**src/rtl/bot_tx_pkg.sv**
```systemverilog
// Shared types and constants for the bot telemetry/CPU UART transmit arbiter.
package bot_tx_pkg;

    typedef enum logic [2:0] {
        ST_IDLE,
        ST_SYNC,
        ST_SEQ,
        ST_X,
        ST_Y,
        ST_INFO,
        ST_SENS,
        ST_CHK
    } tel_state_t;

    localparam logic [7:0] SYNC_DEFAULT = 8'hA5;
    localparam int unsigned PKT_LEN     = 7;
    localparam logic [7:0] CRC_POLY     = 8'h07;

endpackage

```
**src/rtl/bot_tx_arbiter_crc8.sv**
```systemverilog
// Combinational byte-wise CRC-8 step (MSB first); used only when BOT_TEL_CRC_EN is defined.
module bot_tel_crc8
    import bot_tx_pkg::*;
(
    input  logic [7:0] crc_in,
    input  logic [7:0] data,
    output logic [7:0] crc_out
);

    always_comb begin
        logic [7:0] c;
        c = crc_in ^ data;
        for (int unsigned i = 0; i < 8; i++) begin
            c = c[7] ? ((c << 1) ^ CRC_POLY) : (c << 1);
        end
        crc_out = c;
    end

endmodule

```
**src/rtl/bot_tx_arbiter.sv**
```systemverilog
// Shares the uart_tx6 write port between PicoBlaze writes to port 0x0F and a telemetry packet engine.
// Define BOT_TEL_CRC_EN to replace the additive packet checksum with CRC-8 (poly 0x07).
module bot_tx_arbiter
    import bot_tx_pkg::*;
#(
    parameter logic [7:0] SYNC_BYTE  = SYNC_DEFAULT,
    parameter bit          RESERVE_HF = 1'b1
) (
    input  logic       clk,
    input  logic       rst_n,
    input  logic [7:0] port_id,
    input  logic [7:0] out_port,
    input  logic       write_strobe,
    input  logic       upd_sysregs,
    input  logic [7:0] locX,
    input  logic [7:0] locY,
    input  logic [7:0] botinfo,
    input  logic [7:0] sensors,
    input  logic       tel_en,
    input  logic [3:0] tel_div,
    input  logic       drop_clr,
    input  logic       buffer_full,
    input  logic       buffer_half_full,
    output logic [7:0] uart_tx_data_in,
    output logic       write_to_uart_tx,
    output logic       tel_busy,
    output logic       cpu_drop,
    output logic [7:0] tel_skip_cnt
);

    tel_state_t state, state_next;

    logic [7:0] seq;
    logic [7:0] snap_x, snap_y, snap_info, snap_sens;
    logic [7:0] chk, chk_next;
    logic [7:0] tel_byte;
    logic [3:0] div_cnt;
    logic       cpu_wr;
    logic       busy;
    logic       trigger;
    logic       tel_grant;
    logic       chk_accum;
    logic       unused_port_bits;

    assign unused_port_bits = ^port_id[7:4];

    assign cpu_wr  = write_strobe && (port_id[3:0] == 4'hF);
    assign busy    = (state != ST_IDLE);
    assign trigger = upd_sysregs && tel_en && (div_cnt == tel_div);
    assign tel_busy = busy;

    // Telemetry only ever takes cycles the CPU leaves unused.
    assign tel_grant = busy && !cpu_wr && !buffer_full && !(RESERVE_HF && buffer_half_full);

`ifdef BOT_TEL_CRC_EN
    bot_tel_crc8 u_crc (
        .crc_in (chk),
        .data   (tel_byte),
        .crc_out(chk_next)
    );
`else
    assign chk_next = chk + tel_byte;
`endif

    always_comb begin
        state_next = state;
        tel_byte   = '0;
        chk_accum  = 1'b0;
        case (state)
            ST_IDLE: if (trigger) state_next = ST_SYNC;
            ST_SYNC: begin
                tel_byte = SYNC_BYTE;
                if (tel_grant) state_next = ST_SEQ;
            end
            ST_SEQ: begin
                tel_byte  = seq;
                chk_accum = 1'b1;
                if (tel_grant) state_next = ST_X;
            end
            ST_X: begin
                tel_byte  = snap_x;
                chk_accum = 1'b1;
                if (tel_grant) state_next = ST_Y;
            end
            ST_Y: begin
                tel_byte  = snap_y;
                chk_accum = 1'b1;
                if (tel_grant) state_next = ST_INFO;
            end
            ST_INFO: begin
                tel_byte  = snap_info;
                chk_accum = 1'b1;
                if (tel_grant) state_next = ST_SENS;
            end
            ST_SENS: begin
                tel_byte  = snap_sens;
                chk_accum = 1'b1;
                if (tel_grant) state_next = ST_CHK;
            end
            ST_CHK: begin
                tel_byte = chk;
                if (tel_grant) state_next = ST_IDLE;
            end
            default: state_next = ST_IDLE;
        endcase
    end

    always_ff @(posedge clk or negedge rst_n) begin
        if (!rst_n) begin
            state <= ST_IDLE;
        end else begin
            state <= state_next;
        end
    end

    always_ff @(posedge clk or negedge rst_n) begin
        if (!rst_n) begin
            write_to_uart_tx <= 1'b0;
            uart_tx_data_in  <= '0;
            cpu_drop         <= 1'b0;
            tel_skip_cnt     <= '0;
            div_cnt          <= '0;
            seq              <= '0;
            snap_x           <= '0;
            snap_y           <= '0;
            snap_info        <= '0;
            snap_sens        <= '0;
            chk              <= '0;
        end else begin
            write_to_uart_tx <= (cpu_wr && !buffer_full) || tel_grant;
            uart_tx_data_in  <= cpu_wr ? out_port : tel_byte;

            if (cpu_wr && buffer_full) begin
                cpu_drop <= 1'b1;
            end else if (drop_clr) begin
                cpu_drop <= 1'b0;
            end

            if (upd_sysregs && tel_en) begin
                div_cnt <= (div_cnt == tel_div) ? 4'd0 : div_cnt + 4'd1;
            end else if (!tel_en) begin
                div_cnt <= '0;
            end

            if (trigger && !busy) begin
                snap_x    <= locX;
                snap_y    <= locY;
                snap_info <= botinfo;
                snap_sens <= sensors;
                chk       <= '0;
            end else if (tel_grant && chk_accum) begin
                chk <= chk_next;
            end

            if (trigger && busy && (tel_skip_cnt != 8'hFF)) begin
                tel_skip_cnt <= tel_skip_cnt + 8'd1;
            end

            if (tel_grant && (state == ST_CHK)) begin
                seq <= seq + 8'd1;
            end
        end
    end

endmodule

```
**config.mk**
```make
export PLATFORM = sky130hd
export DESIGN_NAME = bot_tx_arbiter
export DESIGN_NICKNAME = d
export VERILOG_FILES = /design/src/rtl/bot_tx_pkg.sv /design/src/rtl/bot_tx_arbiter_crc8.sv /design/src/rtl/bot_tx_arbiter.sv
export SDC_FILE = /design/constraint.sdc
export NUM_CORES = 1
export LEC_CHECK = 0
export BUFFER_PORTS_ARGS = -buffer_cell sky130_fd_sc_hd__buf_4
export CAP_MARGIN = 20
export CORE_AREA = 2 2 95 97
export DETAILED_ROUTE_END_ITERATION = 16
export DIE_AREA = 0 0 97 99
export PLACE_DENSITY = 0.69
export SLEW_MARGIN = 20
export SYNTH_ARGS = -nofsm -noshare
export SYNTH_HDL_FRONTEND = slang
export SYNTH_HIERARCHICAL = 1
export SYNTH_SLANG_ARGS = --single-unit
```
**constraint.sdc**
```tcl
create_clock -name clk -period 2.9 [get_ports clk]
set_input_delay 0.145 -clock clk [delete_from_list [all_inputs] [get_ports clk]]
set_output_delay 0.145 -clock clk [all_outputs]
set_load 0.1 [all_outputs]
```
======== Word level (Yosys, flattened, before mapping) ========
Index checks and enable logic that the tools add are counted.
word-level totals
  register bits ........................... 73
  output and inout bits ................... 19
  logic and storage cells ................. 78
operators by class
  $add $sub $neg .......................... 4
  equality and inequality tests ........... 19
  muxes and demuxes ....................... 19
  reduce and logical (&&, ||, !) cells .... 24
operators by type and width
  cell                                                                     count
  8-bit one-hot mux with 7 select lines                                    1
  3-bit 2-to-1 mux                                                         8
  8-bit 2-to-1 mux                                                         3
  3-bit one-hot mux with 8 select lines                                    1
  8-bit by 1-bit adder with 8-bit output, second input constant            2
  2-bit inequality test, second input constant                             8
  1-bit logical AND                                                        13
  3-bit == test, second input constant                                     4
  4-bit 2-to-1 mux                                                         3
  8-bit adder                                                              1
  8-bit inequality test, second input constant                             1
  8-bit AND reduction                                                      1
  3-bit by 2-bit == test with 1-bit output, second input constant          2
  5-bit OR reduction                                                       1
  4-bit by 1-bit adder with 4-bit output, second input constant            1
  4-bit == test                                                            1
  4-bit == test, second input constant                                     1
  1-bit logical NOT                                                        4
  2-bit nonzero test                                                       2
  3-bit by 1-bit == test with 1-bit output, second input constant          1
  3-bit logical NOT                                                        1
  1-bit 2-to-1 mux                                                         3
  3-bit nonzero test                                                       1
  2-bit by 1-bit inequality test with 1-bit output, second input constant  1
  1-bit logical OR                                                         1

======== Logic depth before layout (Yosys ltp) ========
Gate-level depths: netlist (run 1).
  depth after elaboration ................. 9
  gate-level depth with buffers ........... 14
  depth with buffers taken out ............ 12

======== Worst setup path after synthesis (run 1) ========
No wires, ideal clock.
  path type ............................... reg2reg
  start point ............................. register state[1]
  end point ............................... register chk[6]
  arrival time ............................ 2.747 ns
  required time ........................... 2.818 ns
  slack ................................... 0.071 ns
  stages on the path, launching flop included .. 14
  buffers on the path ..................... 2
  period minus slack after synthesis ...... 2.829 ns
  cell sequence ........................... dfrtp_1 -> inv_1 -> ha_1 -> buf_2 -> clkbuf_1 -> a222oi_1 -> a31oi_1 -> ha_1 -> fa_1 -> a21o_1 -> a21oi_1 -> o21ai_0 -> xnor2_1 -> o22ai_1
between the ends
  longest elaborated chain between the ends .. 6
  elaborated cells on any way between the ends .. 21
  those cells by class .................... 1 x add/sub; 7 x eq/ne; 4 x mux; 9 x reduce/logical
RTL lines
  item                                                 RTL line               text
  start: declaration                                   bot_tx_arbiter.sv:31   tel_state_t state, state_next;
  start signal: assignment                             bot_tx_arbiter.sv:112  state <= state_next;
  branches (longest 6 deep; another with 8-bit adder)  n/a
  end signal: assignment                               bot_tx_arbiter.sv:152  chk <= chk_next;
  end: declaration                                     bot_tx_arbiter.sv:35   logic [7:0] chk, chk_next;
Several ways; the timed one is not identified. The select of a mux whose other input is x is not followed.
A chain may end at the register's enable or synchronous reset.

======== Final worst setup path (run 1) ========
  start point ............................. register state[0]
  end point ............................... register chk[7]
The elaborated chain is that of the path after synthesis.

==> out/metrics.yaml, run 1 <==
postRouteAntennaNets: 0
yosysUniqueCellTypes: 44
grt_pass1_wl_um: 14600
fin_nets: 500
fin_ws_ns: 0.136
worstMarginPinSlew_ns: 0.908
ff2ff_setup_slack_ns: 0.14
first_global_vias: 3033
synth_area_leaders: "dfrtp_1 (49%), mux2_2 (11%), ha_1 (4.7%)"
leakagePower_nw: 2.35
dp_hpwl_um: 6230
worstSetupStartpoint: "state[0]"
fmax_mhz: 362
start_util_pct: 43.8
cpMostUsedCell: "ha_1"
hold_class: "in2reg"
drv_cap: 0
row_count: 34
async_reset_ff_share_pct: 100
io_buffer_count: 74
htreeDepth: 3
p_per_area_nw_per_um2: 883
gr-total-overflow: 0
vdd_drop_max_mv: 0.463
globalplace.congestion: 0.898
period_share_pct: 95.3
min_from: "botinfo[2]"
synth_top_cell_area_share_pct: 48.8
crit_slowest_cell: "dfrtp_2"
fp.dieW_um: 97
finalHoldViolations: 0
fillers: 710
relSlewSlack_pct: 39.4
report.final.slew_viol_count: 0
crit_path_max_fanout: 14
finalSetupViolCount: 0
reg2reg_depth: 12
wl_um: 8510
netlist_instances: 334
grtUsageTotal_pct: 18.8
yosysMostFrequentCell: "dfrtp_1"
cp_cell_sequence: "inv_1 -> ha_1 -> buf_4 -> a221oi_1 -> a31oi_2 -> ha_1 -> a21o_1 -> a31o_2 -> a21oi_2 -> xnor2_1 -> o21ai_1 -> o31ai_1"
vias: 2891
synth_nets: 409
final_cells: 538
status: "finished, final reports clean"
firstDrtPassIters: 5
whs_path_depth: 2
cts_sinks: 73
cp.arrival_ns: 2.96
cts_buffer_depth: 2
required_ns: 3.10
syn_to_final_growth_pct: 29.3
hold_ws_ns: 0.0189
dp_cells: 513
syn-cell-area_um2: 3750
synth_top_cell_by_area: "dfrtp_1"
coreArea_um2: 8550
power.total_w: 0.00428
synth_flop_cell: "dfrtp_1"
initialDrtViolationCount: 157
synth_edf_count: 0
yosysSeqAreaShare_pct: 48.8
path_class: "reg2reg"
fp.dieArea_um2: 9600
io_pins: 79
numCtsBuffers: 9
die_h_um: 99
grt_antenna_before_repair: 0
cts_tree: "yes"
yosysWarnings: 6
avgSynthCellArea_um2: 11.2
drive_gt1_share_pct: 38.1
wl_per_cell_um: 15.8
post-place-ws_ns: 0.0772
vias_per_cell: 5.37
drc: 0
finalSetupTns_ns: 0
fin_skew_ns: 0.0142
rr_startpoint: "state[0]"
max_stage_delay_ns: 0.42
cts-root-buf: "clkbuf_8"
start_kind: "flop"
antenna_cells: 0
crit_path_end_kind: "flop"
grt_max_degree: 74
clk_pin_slew_worst_paths_ns: 0.08
synth_common_cells: "dfrtp_1 (73), nand2_1 (38), mux2_2 (37)"
clock_latency_ns: 0.35
layout_min_cycle_time_ns: 2.76
ys_seq_elements: 73
power by group:
group,internal [W],switching (W)
clock network,0.000594,0.000378
logic,0.000717,0.00118
registers,0.00122,0.000188
total,0.00253,0.00174
cells by family (layout without fill, tap and decap cells):
family	after synthesis	after routing	share of synthesized area (%)
muxes	39	39	11.7
and+or+nand+nor	94	94	13.2
AOI/OAI and AO/OA	65	65	11.8
DFF	73	73	48.8
buffers and inverters	23	119	2.87
xor gates and xnor gates	25	25	6.45
adders and majority gates	15	15	5.21
stage by stage:
stage | cell area (um2) | util, %
after floorplan | 3750 | -
after global placement | 4480 | 52.4
after detailed placement | 4480 | 52.4
after CTS | 4800 | 56.2
after global routing | 4840 | 56.6
final | 4840 | 56.6
worst max-delay path: cells and delay by family (launching register included):
kind / cells / cell delay, ns
AO/OA/AOI/OAI: 7 / 1.31
adder cells (fa/ha/maj): 2 / 0.52
flip-flops: 1 / 0.42
buffers and inverters: 2 / 0.27
XOR/XNOR: 1 / 0.10
worst paths after layout:
check,to
worst min register to register,seq[7]
worst max register to register,chk[7]
min in group asynchronous,snap_sens[0]
worst min-delay path,snap_info[2]
max in group asynchronous,state[0]
worst max-delay path,chk[7]
placed cells by master (no fill, tap or decap), drive strengths merged, types with 6 or more instances in the layout:
master,instances
o21ai,16
clkbuf,11
a21oi,9
dlygate4sd3,8
mux2,38
nand4,6
a22oi,11
buf,87
dfrtp,73
ha,14
nor2,20
xor2,7
o22ai,8
inv,8
nand2,38
nand3,9
xnor2,18
and3,6
final cells by class:
| type | instances | area (um2) | share of cell area, % |
|---|---|---|---|
| Timing Repair Buffer | 95 | 758 | 15.7 |
| Multi-Input combinational cell | 238 | 1850 | 38.1 |
| Clock buffer | 11 | 141 | 2.92 |
| Clock inverter | 5 | 103 | 2.12 |
| Sequential cell | 73 | 1830 | 37.8 |
| Inverter | 8 | 30.0 | 0.620 |
| Tap cell | 108 | 135 | 2.79 |
flip-flops by register name, summed over array words and instances (netlist names):
register and cells:
uart_tx_data_in 8, div_cnt 4, snap_x 8, chk 8
seq 8, state 3, snap_sens 8, snap_info 8
write_to_uart_tx 1, cpu_drop 1, tel_skip_cnt 8, snap_y 8
layer usage:
layer	wire length [um]	track usage, %
met5	0	0
met4	195	9.64
met3	282	2.48
met2	4130	28.8
met1	3900	26.3
what timing repair did:
| item | 4_1_cts | 5_1_grt |
|---|---|---|
| setup endpoints to repair | 0 | 4 |
| endpoints found under the hold margin | 80 | 0 |
| gates resized for setup | 0 | 11 |
| setup buffers | 0 | 1 |
| hold buffers | 8 | 0 |
No activity file was read; power rests on OpenSTA's default activity.
==> run 2, diff against run 1 <==
Settings changed: ABC_CLOCK_PERIOD_IN_PS from default to 2900, CELL_PAD_IN_SITES_DETAIL_PLACEMENT from default to 0, CELL_PAD_IN_SITES_GLOBAL_PLACEMENT from default to 2, CORE_AREA 2 2 95 97 to 2 2 112 114, DIE_AREA 0 0 97 99 to 0 0 114 116, PLACE_DENSITY 0.69 to default, PLACE_DENSITY_LB_ADDON from default to 0.1, SKIP_CTS_REPAIR_TIMING from default to 1.
==> out/metrics.yaml, run 2 (synthesis results as in run 1) <==
status: "finished, violations left"
violations: "hold timing"
fin_skew_ns: 0.00723
crit_path_max_fanout: 8
pwr-share-seq_pct: 30.9
layout_common_cells: "buf_4 (102), dfrtp_1 (71), nand2_1 (38)"
report.final.slew_viol_count: 0
firstDrtPassIters: 4
fp.dieArea_um2: 13200
vdd_drop_max_mv: 0.346
fmax_mhz: 366
numCtsBuffers: 9
p_per_area_nw_per_um2: 913
leakagePower_nw: 2.43
grtUsageTotal_pct: 15.7
wl_um: 9710
relSlewSlack_pct: 37.4
finalSetupTns_ns: 0
die_h_um: 116
grt_max_degree: 74
globalplace.congestion: 0.778
placed_cell_area_um2: 4630
cts_buffer_depth: 2
p_sw_share_pct: 39.9
postRouteAntennaNets: 0
final_common_cell: "buf_4"
fin_nets: 511
grt_setup_unrepaired: "false"
drc: 0
required_ns: 3.10
vias: 2914
internal_power_w: 0.00276
initialDrtViolationCount: 141
drive_gt1_share_pct: 41.0
start_util_pct: 31.4
worstMarginPinSlew_ns: 0.938
coreArea_um2: 11900
cts_sinks: 73
finalHoldViolations: 75
first_global_vias: 2970
gr-total-overflow: 0
drv_cap: 0
path_class: "reg2reg"
vias_per_cell: 4.96
finalSetupViolCount: 0
cp.arrival_ns: 2.93
dp_hpwl_um: 7010
antenna_cells: 0
io_buffer_count: 74
syn_to_final_growth_pct: 34.4
fp.dieW_um: 114
grt_antenna_before_repair: 0
clock_latency_ns: 0.34
start_kind: "flop"
cts_tree: "yes"
p_comb_share_pct: 45.2
fillers: 1174
period_share_pct: 94.1
cts-root-buf: "clkbuf_16"
ff2ff_setup_slack_ns: 0.17
crit_path_end_kind: "flop"
pwr-share-clk_pct: 24.0
hold_ws_ns: -0.0581
layout_min_cycle_time_ns: 2.73
hold_class: "in2async"
grt_pass1_wl_um: 15400
p_sw_w: 0.00183
power.total_w: 0.00460
final_area_um2: 5030
clk_pin_slew_worst_paths_ns: 0.06
htreeDepth: 3
row_count: 40
io_pins: 79
wl_per_cell_um: 16.5
==> run 2: cell types whose count changed in the layout (fill, tap and decap cells not counted) <==
cell,previous run,this run
o21ai_0,12,11
bufinv_16,3,1
o21ai_1,4,5
clkinv_2,1,2
buf_12,2,1
buf_4,85,102
clkinvlp_4,1,0
clkbuf_1,1,3
dlygate4sd3_1,8,3
clkbuf_16,0,9
clkbuf_8,10,1
ha_1,12,9
ha_4,0,3
==> run 2: stage by stage <==
stage / util, % / std cells / worst slack, ns
after floorplan: - / 334 / 0.0710
after global placement: 38.9 / 567 / -0.00638
after detailed placement: 38.9 / 567 / -0.0412
after CTS: 41.3 / 583 / -0.0609
after global routing: 42.3 / 588 / 0.00414
final: 42.3 / 588 / 0.170
==> run 2: power groups by stage <==
stage	Sequential [W]	Clock, W	Combinational (W)
2_1_floorplan	0.00177	0	0.000936
3_3_place_gp	0.00143	0	0.00197
3_5_place_dp	0.00143	0	0.00198
4_1_cts	0.00142	0.00115	0.00199
5_1_grt	0.00145	0.00118	0.00225
6_report	0.00142	0.00110	0.00208
==> run 2: final cells by class <==
class	instances	area, um2	area share, %
repair buffers	106	816	16.2
clock buffers	13	250	4.97
well taps	147	184	3.65
flip-flops and latches	73	1830	36.3
inverters	8	30.0	0.597
clock inverters	3	40.0	0.795
multi-input cells	238	1880	37.4
==> run 2: routing by layer <==
layer  GRT usage, %  vias up  part of all wire, %  routed length [um]
met5              0        -                    0                   0
li1               -     1408                    -                   -
met4           6.42        0                  1.9                 184
met3           4.50       13                  4.5                 439
met2           24.6       65                   46                4460
met1           20.5     1428                   48                4620
==> run 2: path summary, 6_finish.rpt <==
| check | start | endpoint | cells past startpoint |
|---|---|---|---|
| worst max-delay path | state[1] | chk[7] | 11 |
| worst min-delay path | rst_n | tel_skip_cnt[5] | 1 |
| worst max register to register | state[1] | chk[7] | 11 |
| worst min register to register | seq[7] | seq[7] | 1 |
| max in group asynchronous | rst_n | state[1] | 1 |
| min in group clk | out_port[5] | uart_tx_data_in[5] | 3 |
==> run 2: worst max-delay path, cell delays in order, from the launching register on <==
cell      delay, ns
dfrtp_2        0.45
ha_2           0.26
a221oi_1       0.43
buf_4          0.19
a31oi_2        0.04
ha_1           0.31
a21o_1         0.20
a31o_2         0.25
a21oi_2        0.15
xnor2_1        0.10
o21ai_1        0.13
o31ai_1        0.08
==> run 3, diff against run 2 <==
Settings changed: CTS_CLUSTER_SIZE from default to 25, PLACE_DENSITY from default to 0.71, PLACE_DENSITY_LB_ADDON 0.1 to default.
==> out/metrics.yaml, run 3 (synthesis results as in run 1) <==
status: "finished, violations left"
violations: "hold timing"
vdd_drop_max_mv: 0.317
internal_power_w: 0.00259
htreeDepth: 3
wl_um: 9290
cts_tree: "yes"
path_class: "reg2reg"
crit_family: "compound AO/OA/AOI/OAI gates"
p_sw_w: 0.00180
vias: 2865
cp-endpoint: "chk[4]"
cp.arrival_ns: 2.88
grtUsageTotal_pct: 15.2
fmax_mhz: 370
pwr-share-clk_pct: 23.3
fp.dieArea_um2: 13200
cts_sinks: 73
report.final.slew_viol_count: 0
hold_ws_ns: -0.0239
worstSetupStartpoint: "state[0]"
fin_nets: 495
fillers: 1172
max_stage_delay_ns: 0.44
ff2ff_setup_slack_ns: 0.20
clock_latency_ns: 0.33
io_buffer_count: 74
p_per_area_nw_per_um2: 896
initialDrtViolationCount: 126
pwr-share-seq_pct: 32.2
finalHoldViolations: 68
worstMarginPinSlew_ns: 0.954
grt_pass1_wl_um: 15400
critPathBufInv: 1
cp.depth: 10
final_common_cell: "buf_4"
p_comb_share_pct: 44.5
cts-root-buf: "clkbuf_16"
wl_per_cell_um: 16.2
clk_pin_slew_worst_paths_ns: 0.06
cp_cell_sequence: "ha_1 -> a222oi_1 -> a31oi_2 -> ha_2 -> fa_2 -> a21o_1 -> a21oi_2 -> buf_4 -> xor2_1 -> o22ai_1"
vias_per_cell: 5.01
firstDrtPassIters: 5
reg2reg_depth: 10
fin_skew_ns: 0.00509
drv_cap: 0
crit_slowest_cell: "dfrtp_2"
power.total_w: 0.00439
drc: 0
row_count: 40
finalSetupViolCount: 0
gr-total-overflow: 0
hold_class: "in2async"
rr_startpoint: "state[0]"
io_pins: 79
syn_to_final_growth_pct: 30.7
start_kind: "flop"
p_sw_share_pct: 41.0
crit_path_max_fanout: 6
layout_min_cycle_time_ns: 2.70
relSlewSlack_pct: 36.4
timing.rr.end: "chk[4]"
coreArea_um2: 11900
drive_gt1_share_pct: 41.2
die_h_um: 116
grt_max_degree: 74
required_ns: 3.07
dp_hpwl_um: 6730
fp.dieW_um: 114
period_share_pct: 93.2
leakagePower_nw: 2.35
crit_path_end_kind: "flop"
start_util_pct: 31.4
grt_antenna_before_repair: 0
numCtsBuffers: 9
first_global_vias: 2852
cts_buffer_depth: 2
postRouteAntennaNets: 0
antenna_cells: 0
globalplace.congestion: 0.789
layout_common_cells: "buf_4 (89), dfrtp_1 (71), nand2_1 (38)"
[run 3: cell types whose count changed in the layout (fill, tap and decap cells not counted), moves of 2 or more]
cell and delta:
buf_4 -13, a221oi_1 -2, dlygate4sd3_1 -3, a221oi_2 +2, a31oi_1 -2, ha_4 -3, ha_1 +2, a31oi_2 +2
[run 3: per-stage QoR]
stage	TNS, ns	util, %	instance area [um2]	cells	setup slack [ns]
2_1_floorplan	0	-	3750	334	0.0710
3_3_place_gp	0	38.0	4530	554	0.0424
3_5_place_dp	-0.117	38.0	4530	554	-0.0619
4_1_cts	-0.137	40.4	4810	570	-0.0733
5_1_grt	-0.0310	41.1	4900	572	-0.0184
6_report	0	41.1	4900	572	0.197
[run 3: final cells by class]
| cell class | count | area [um2] | area share [%] |
|---|---|---|---|
| flip-flops and latches | 73 | 1830 | 37.4 |
| clock buffers | 13 | 260 | 5.31 |
| clock inverters | 3 | 15.0 | 0.307 |
| well taps | 147 | 184 | 3.76 |
| repair buffers | 90 | 688 | 14.1 |
| multi-input cells | 238 | 1890 | 38.6 |
| inverters | 8 | 30.0 | 0.613 |
[run 3: worst min-delay path by stage]
stage,startpoint,endpoint,slack (ns),depth (start not counted)
after floorplan,rst_n,chk[0],-0.15,0
after global placement,out_port[5],uart_tx_data_in[5],0.35,3
after detailed placement,out_port[0],uart_tx_data_in[0],0.34,3
after CTS,out_port[0],uart_tx_data_in[0],-0.003,3
after global routing,out_port[0],uart_tx_data_in[0],0.009,3
final,rst_n,div_cnt[1],-0.02,1
[run 3: per-layer routing]
layer	share of wire (%)	GRT usage (%)	vias up
li1	-	-	1379
met1	49	22.2	1407
met2	45	21.6	66
met3	3.7	2.77	13
met4	2.1	7.40	0
met5	0	0	-
[run 3: worst reg2reg max path, cell delays in order (launching register included)]
cell and delay (ns):
dfrtp_2 0.44, ha_1 0.27, a222oi_1 0.41, a31oi_2 0.16
ha_2 0.21, fa_2 0.35, a21o_1 0.18, a21oi_2 0.16
buf_4 0.13, xor2_1 0.14, o22ai_1 0.09
[run 3: power by group through the flow]
stage	Sequential (W)	Combinational, W	Clock, W
3_3_place_gp	0.00142	0.00183	0
2_1_floorplan	0.00177	0.000936	0
6_report	0.00141	0.00195	0.00102
5_1_grt	0.00144	0.00215	0.00112
4_1_cts	0.00141	0.00186	0.00106
3_5_place_dp	0.00143	0.00186	0
